## src/rtl/alu_mul_seq.sv

```systemverilog
// Unsigned shift-and-add multiplier that borrows the shared ALU adder; done pulses (msb(op_b)+2) cycles after start.
// No backpressure: start is accepted only when idle, and a start while busy is dropped.
module alu_mul_seq #(
  parameter int width = 32
) (
  input  logic             clk,
  input  logic             reset,
  input  logic             start,
  input  logic [width-1:0] op_a,
  input  logic [width-1:0] op_b,
  output logic             busy,
  output logic             done,
  output logic [width-1:0] product,
  output logic             ovf,
  output logic             alu_req,
  output logic [width-1:0] alu_a,
  output logic [width-1:0] alu_b,
  output logic [1:0]       alu_control,
  input  logic [width-1:0] alu_result,
  input  logic [3:0]       alu_flags
);

  typedef enum logic [1:0] {S_IDLE, S_RUN, S_DONE} state_t;

  state_t           state_q, state_d;
  logic [width-1:0] acc_q, acc_d;
  logic [width-1:0] mcand_q, mcand_d;
  logic [width-1:0] mplier_q, mplier_d;
  logic [width-1:0] product_q, product_d;
  logic             ovf_q, ovf_d;
  logic             last_bit;

  // Only the carry flag matters; n, z and v are deliberately dropped.
  logic unused_flags;
  assign unused_flags = ^{alu_flags[3:2], alu_flags[0]};

  assign last_bit = (mplier_q[width-1:1] == '0);

  always_comb begin
    state_d   = state_q;
    acc_d     = acc_q;
    mcand_d   = mcand_q;
    mplier_d  = mplier_q;
    product_d = product_q;
    ovf_d     = ovf_q;
    case (state_q)
      S_IDLE: begin
        if (start) begin
          acc_d    = '0;
          mcand_d  = op_a;
          mplier_d = op_b;
          ovf_d    = 1'b0;
          state_d  = S_RUN;
        end
      end
      S_RUN: begin
        if (mplier_q[0]) begin
          acc_d = alu_result;
          ovf_d = ovf_q | alu_flags[1];
        end
        // A multiplicand bit shifted out still matters if any higher multiplier bit is set.
        ovf_d    = ovf_d | (mcand_q[width-1] & ~last_bit);
        mcand_d  = mcand_q << 1;
        mplier_d = mplier_q >> 1;
        if (last_bit) begin
          product_d = mplier_q[0] ? alu_result : acc_q;
          state_d   = S_DONE;
        end
      end
      S_DONE: state_d = S_IDLE;
      default: state_d = S_IDLE;
    endcase
  end

  always_ff @(posedge clk) begin
    if (reset) begin
      state_q   <= S_IDLE;
      acc_q     <= '0;
      mcand_q   <= '0;
      mplier_q  <= '0;
      product_q <= '0;
      ovf_q     <= 1'b0;
    end else begin
      state_q   <= state_d;
      acc_q     <= acc_d;
      mcand_q   <= mcand_d;
      mplier_q  <= mplier_d;
      product_q <= product_d;
      ovf_q     <= ovf_d;
    end
  end

  assign busy        = (state_q != S_IDLE);
  assign done        = (state_q == S_DONE);
  assign alu_req     = (state_q == S_RUN);
  assign alu_a       = acc_q;
  assign alu_b       = mcand_q;
  assign alu_control = 2'b00;
  assign product     = product_q;
  assign ovf         = ovf_q;

endmodule

```

## config.mk

```make
export PLATFORM = sky130hd
export DESIGN_NAME = alu_mul_seq
export DESIGN_NICKNAME = d
export VERILOG_FILES = /design/src/rtl/alu_mul_seq.sv
export SDC_FILE = /design/constraint.sdc
export NUM_CORES = 1
export LEC_CHECK = 0
export BUFFER_PORTS_ARGS = -buffer_cell sky130_fd_sc_hd__buf_2
export CELL_PAD_IN_SITES_DETAIL_PLACEMENT = 0
export CELL_PAD_IN_SITES_GLOBAL_PLACEMENT = 2
export CORE_UTILIZATION = 29
export CTS_BUF_LIST = sky130_fd_sc_hd__clkbuf_16
export DETAILED_ROUTE_END_ITERATION = 16
export PLACE_DENSITY = 0.91
export SYNTH_ARGS = -nofsm -noshare
export SYNTH_HDL_FRONTEND = slang
export SYNTH_SLANG_ARGS = --single-unit
```

## constraint.sdc

```tcl
create_clock -name clk -period 1.7 [get_ports clk]
set_input_delay 0.085 -clock clk [delete_from_list [all_inputs] [get_ports clk]]
set_output_delay 0.085 -clock clk [all_outputs]
set_load 0.01 [all_outputs]
```

Word-level counts from Yosys, hierarchy flattened
Index checks and enable logic that the tools add are counted.
{"block": "word_totals", "elab_cells": 35, "out_inout_bits": 102, "register_bits": 131, "inputBits": 103}
{"block": "classes", "n_eq_ne": 4, "n_reduce_logical": 7, "bitwise_logic": 4, "mux": 14}
{"operator": "32-bit one-hot mux with 2 select lines", "n": 3}
{"operator": "32-bit two-way mux", "n": 4}
{"operator": "31-bit zero test", "n": 1}
{"operator": "2-bit AND reduction", "n": 3}
{"operator": "2-bit two-way mux", "n": 2}
{"operator": "2-bit one-hot mux with 2 select lines", "n": 1}
{"operator": "2-bit nonzero test", "n": 2}
{"operator": "1-bit two-way mux", "n": 3}
{"operator": "2-bit by 1-bit equality test with 1-bit output, second input constant", "n": 1}
{"operator": "2-bit equality test, second input constant", "n": 1}
{"operator": "2-bit zero test", "n": 1}
{"operator": "2-bit by 1-bit != test with 1-bit output, second input constant", "n": 1}
{"operator": "2-bit != test, second input constant", "n": 1}
{"operator": "1-bit OR", "n": 2}
{"operator": "1-bit one-hot mux with 2 select lines", "n": 1}
{"operator": "1-bit AND", "n": 1}
{"operator": "1-bit NOT", "n": 1}

Logic depth before layout (Yosys ltp)
{"block": "logic_depth", "depth_word": 5, "depth_mapped": 7, "ltp_nobuf": 4}

Worst setup path before layout
No wires, ideal clock.
{"block": "synth_timing", "path_kind": "reg2reg", "startpoint": "register mplier_q[3]", "endpoint": "register product_q[4], in the netlist product[4]", "path_stages_with_launch": 8, "synth_period_minus_slack_ps": 1497, "t_required_ps": 1554, "path_slack_ps": 203, "path_buffers": 3, "setup_time_ps": 146, "t_arrival_ps": 1350, "path_cell_list": "dfxtp_1 nor4_1 and4_1 buf_6 and3_4 buf_8 buf_12 a211oi_2"}
{"block": "synth_between", "elab_chain_len": 2}
{"element": "start, declared", "line": "28", "source": "logic [width-1:0] mplier_q, mplier_d;"}
{"element": "start signal, assigned", "line": "87", "source": "mplier_q <= mplier_d;"}
{"element": "31-bit zero test", "line": "37", "source": "assign last_bit = (mplier_q[width-1:1] == '0);"}
{"element": "2-bit AND reduction (no source line)"}
{"element": "end signal, assigned", "line": "88", "source": "product_q <= product_d;"}
{"element": "end, declared", "line": "29", "source": "logic [width-1:0] product_q, product_d;"}
Every way passes these cells.
A chain may end at the register's enable or synchronous reset.

Final worst setup path
{"block": "layout_timing", "startpoint": "register mplier_q[1]", "endpoint": "register product_q[9], in the netlist product[9]"}
Same word-level chain as after synthesis.

==> results.toml <==
[setup_path]
critical_path_arrival_ps = 1930
criticalPathCategory = "reg2reg"
startpoint_type = "register"
worstPathCellList = "nor4_1 > and4_4 > buf_12 > a31oi_1 > a211oi_2"
worstSetupEndpointType = "register"
slowest_stage = "dfxtp_1"
crit_fanout = 35
crit_path_max_incr_delay_ps = 330
reg2reg_depth = 5
worstPathRequired_ps = 2040

[global_routing]
grt_start_max_net_pins = 67
antenna_found_initial = 3
first_global_vias = 5538
globalRouteTotalUtil = 0.1719
grt_pass1_wl_mm = 29.52
gr-total-overflow = 0

[sta]
fin_crit_sh = 0.9375
fmax_ghz = 0.6275
finalClockSkew_ps = 5.862
rsz0062_at_grt = "no"
worstMarginPinSlew_ps = 535.1
hold_viol = 0
tns_ps = 0
relSlewSlack = 0.6432
slew_violations = 0
setup_viol = 0
fin_hold_ws_ps = 6.513
fin_crit_ps = 1594

[synthesis]
ys_types = 35
yosysWarnings = 0
synthFlopType = "dfxtp_1"
syn_avg_cell_area_um2 = 8.841
synth-edff-count = 0
async_reset_ff_frac = 0
synthesis.instances = 678
synth_seq_cells = 131
yosysSeqAreaShare = 0.4375
syn_area_um2 = 5994

[placed_design]
gp_congestion = 0.7650
post-dp-hpwl_mm = 11.59
port-buffer-count = 199

[outcome]
status = "completed"

[pwr]
p_leak_nw = 3.556
p_switching_mw = 2.380
switching_share = 0.2929
pwr-share-seq = 0.415
vdd_drop_max_mv = 0.7127
p_comb_frac = 0.150
power_frac_clock = 0.435
internal_power_mw = 5.746
p_per_area_nw_per_um2 = 1003

[finish]
nFillCells = 2047
drive_above_1_share = 0.3435
fin_nets = 978
final_common_cell = "buf_2"
syn2layout_area_growth_pct = 35.11
mostFrequentLayoutCells = "198 x buf_2, 180 x nor2_1, 128 x dfxtp_1, 63 x nor3_1, 57 x a2bb2oi_1"

[drt]
ant_nets = 0
drt-pass1-iter-count = 5
num_vias = 5735
first_iter_violations = 268
wire_per_inst_um = 15.70
wl_mm = 18.23
vias_per_cell = 4.940
route.detailed.drc = 0

[cts]
clk_latency_ps = 420
htreeDepth = 4
postCtsSetupRepairBufs = 0
cts.sinks = 131
cts_root_buffer = "clkbuf_16"
cts_made_buffers = 17
clk_pin_slew_ps = 70
clockBufferDepth = 2
cts_tree = "built"

[die]
start_util = 0.2963
num_rows = 52
boundaryPins = 205
die_x_um = 145.8
coreArea_um2 = 20230
die_area_um2 = 21250
die_h_um = 145.8

[min_path]
hold_path_class = "in2reg"
whs_path_depth = 3

[job]
drv_cap = 0
area by class of cell:
type	instances	area, µm²	area share
multi-input combinational	472	2997	0.3700
sequential	131	2626	0.3243
inverter	2	7.507	0.0009269
clock inverter	15	137.6	0.01699
clock buffer	17	425.4	0.05253
timing repair buffer	251	1560	0.1926
tap	270	337.8	0.04171
antenna	3	7.507	0.0009269
repair_timing:
action,CTS,global route
setup endpoints to repair,2,33
cloned,0,0
pin swaps,0,1
hold buffers,22,0
resized for setup,2,6
hold endpoints to repair,23,0
metrics by stage:
stage            util  power (mW)  cell area [µm²]  setup WS, ps  cells
2_1_floorplan       -       4.183             5998         203.3    679
3_3_place_gp   0.3596       4.603             7277         43.07   1104
3_5_place_dp   0.3596       4.611             7277         19.92   1104
4_1_cts        0.3986       8.240             8065         4.565   1158
5_1_grt        0.3999       8.526             8092        0.5775   1158
6_report       0.4003       8.126             8099         106.2   1161
cell families (layout without fill, tap and decap cells):
family,count (synthesis),count (layout),share of synthesized area
AOI/OAI and AO/OA,168,168,0.2444
muxes,32,32,0.05343
other,1,5,0.0006256
DFF,131,131,0.4375
and+or+nand+nor,270,270,0.1941
buffers and inverters,76,285,0.06992
synthesized netlist by cell type (3+ instances only):
| library cell | number | share of area |
|---|---|---|
| buf_1 | 4 | 0.0025 |
| a2bb2oi_1 | 57 | 0.083 |
| o22ai_1 | 5 | 0.0052 |
| nor2b_1 | 7 | 0.0073 |
| o2bb2ai_1 | 32 | 0.047 |
| mux2i_1 | 32 | 0.053 |
| nand2b_1 | 3 | 0.0031 |
| dfxtp_1 | 131 | 0.44 |
| nor3_1 | 63 | 0.053 |
| nor4_1 | 7 | 0.0073 |
| nor2_1 | 181 | 0.11 |
| buf_4 | 8 | 0.010 |
| buf_2 | 23 | 0.019 |
| a211oi_2 | 30 | 0.063 |
| nand2_1 | 3 | 0.0019 |
| a31oi_1 | 33 | 0.034 |
| clkbuf_1 | 33 | 0.021 |
| a21oi_1 | 3 | 0.0025 |
| buf_12 | 3 | 0.010 |
final timing paths:
| check | from | end | slack [ps] |
|---|---|---|---|
| min reg2reg | alu_a[15] | alu_a[15] | 480 |
| min | alu_result[1] | alu_a[1] | 7 |
| max | mplier_q[1] | product[9] | 110 |
| max reg2reg | mplier_q[1] | product[9] | 110 |
power groups by stage:
stage	clock, mW	sequential (mW)	combinational [mW]
final	3.54	3.37	1.22
after global routing	3.78	3.39	1.35
after detailed placement	0	3.43	1.18
after floorplan	0	3.45	0.736
after CTS	3.65	3.37	1.22
after global placement	0	3.43	1.17
critical path: cells and delay by family, from the launching register on:
family | cells | cell delay [ps]
AOI/OAI and AO/OA | 2 | 360
DFF | 1 | 330
buffers and inverters | 1 | 200
and+or+nand+nor | 2 | 600
routing by layer:
layer  share of wire  wire, µm  track usage  vias to the layer above
met2            0.46      8414       0.2770                      173
met3           0.070      1267      0.05204                       26
met5         0.00055        10            0                        -
met4           0.014       255      0.05421                        2
li1                -         -            -                     2835
met1            0.45      8279       0.2190                     2699
state kept, by name, indices dropped and copies added (netlist names):
signal	flops
alu_a	32
mplier_q	32
ovf	1
state_q	2
alu_b	32
product	32
Power figures use the tool's default switching activity.
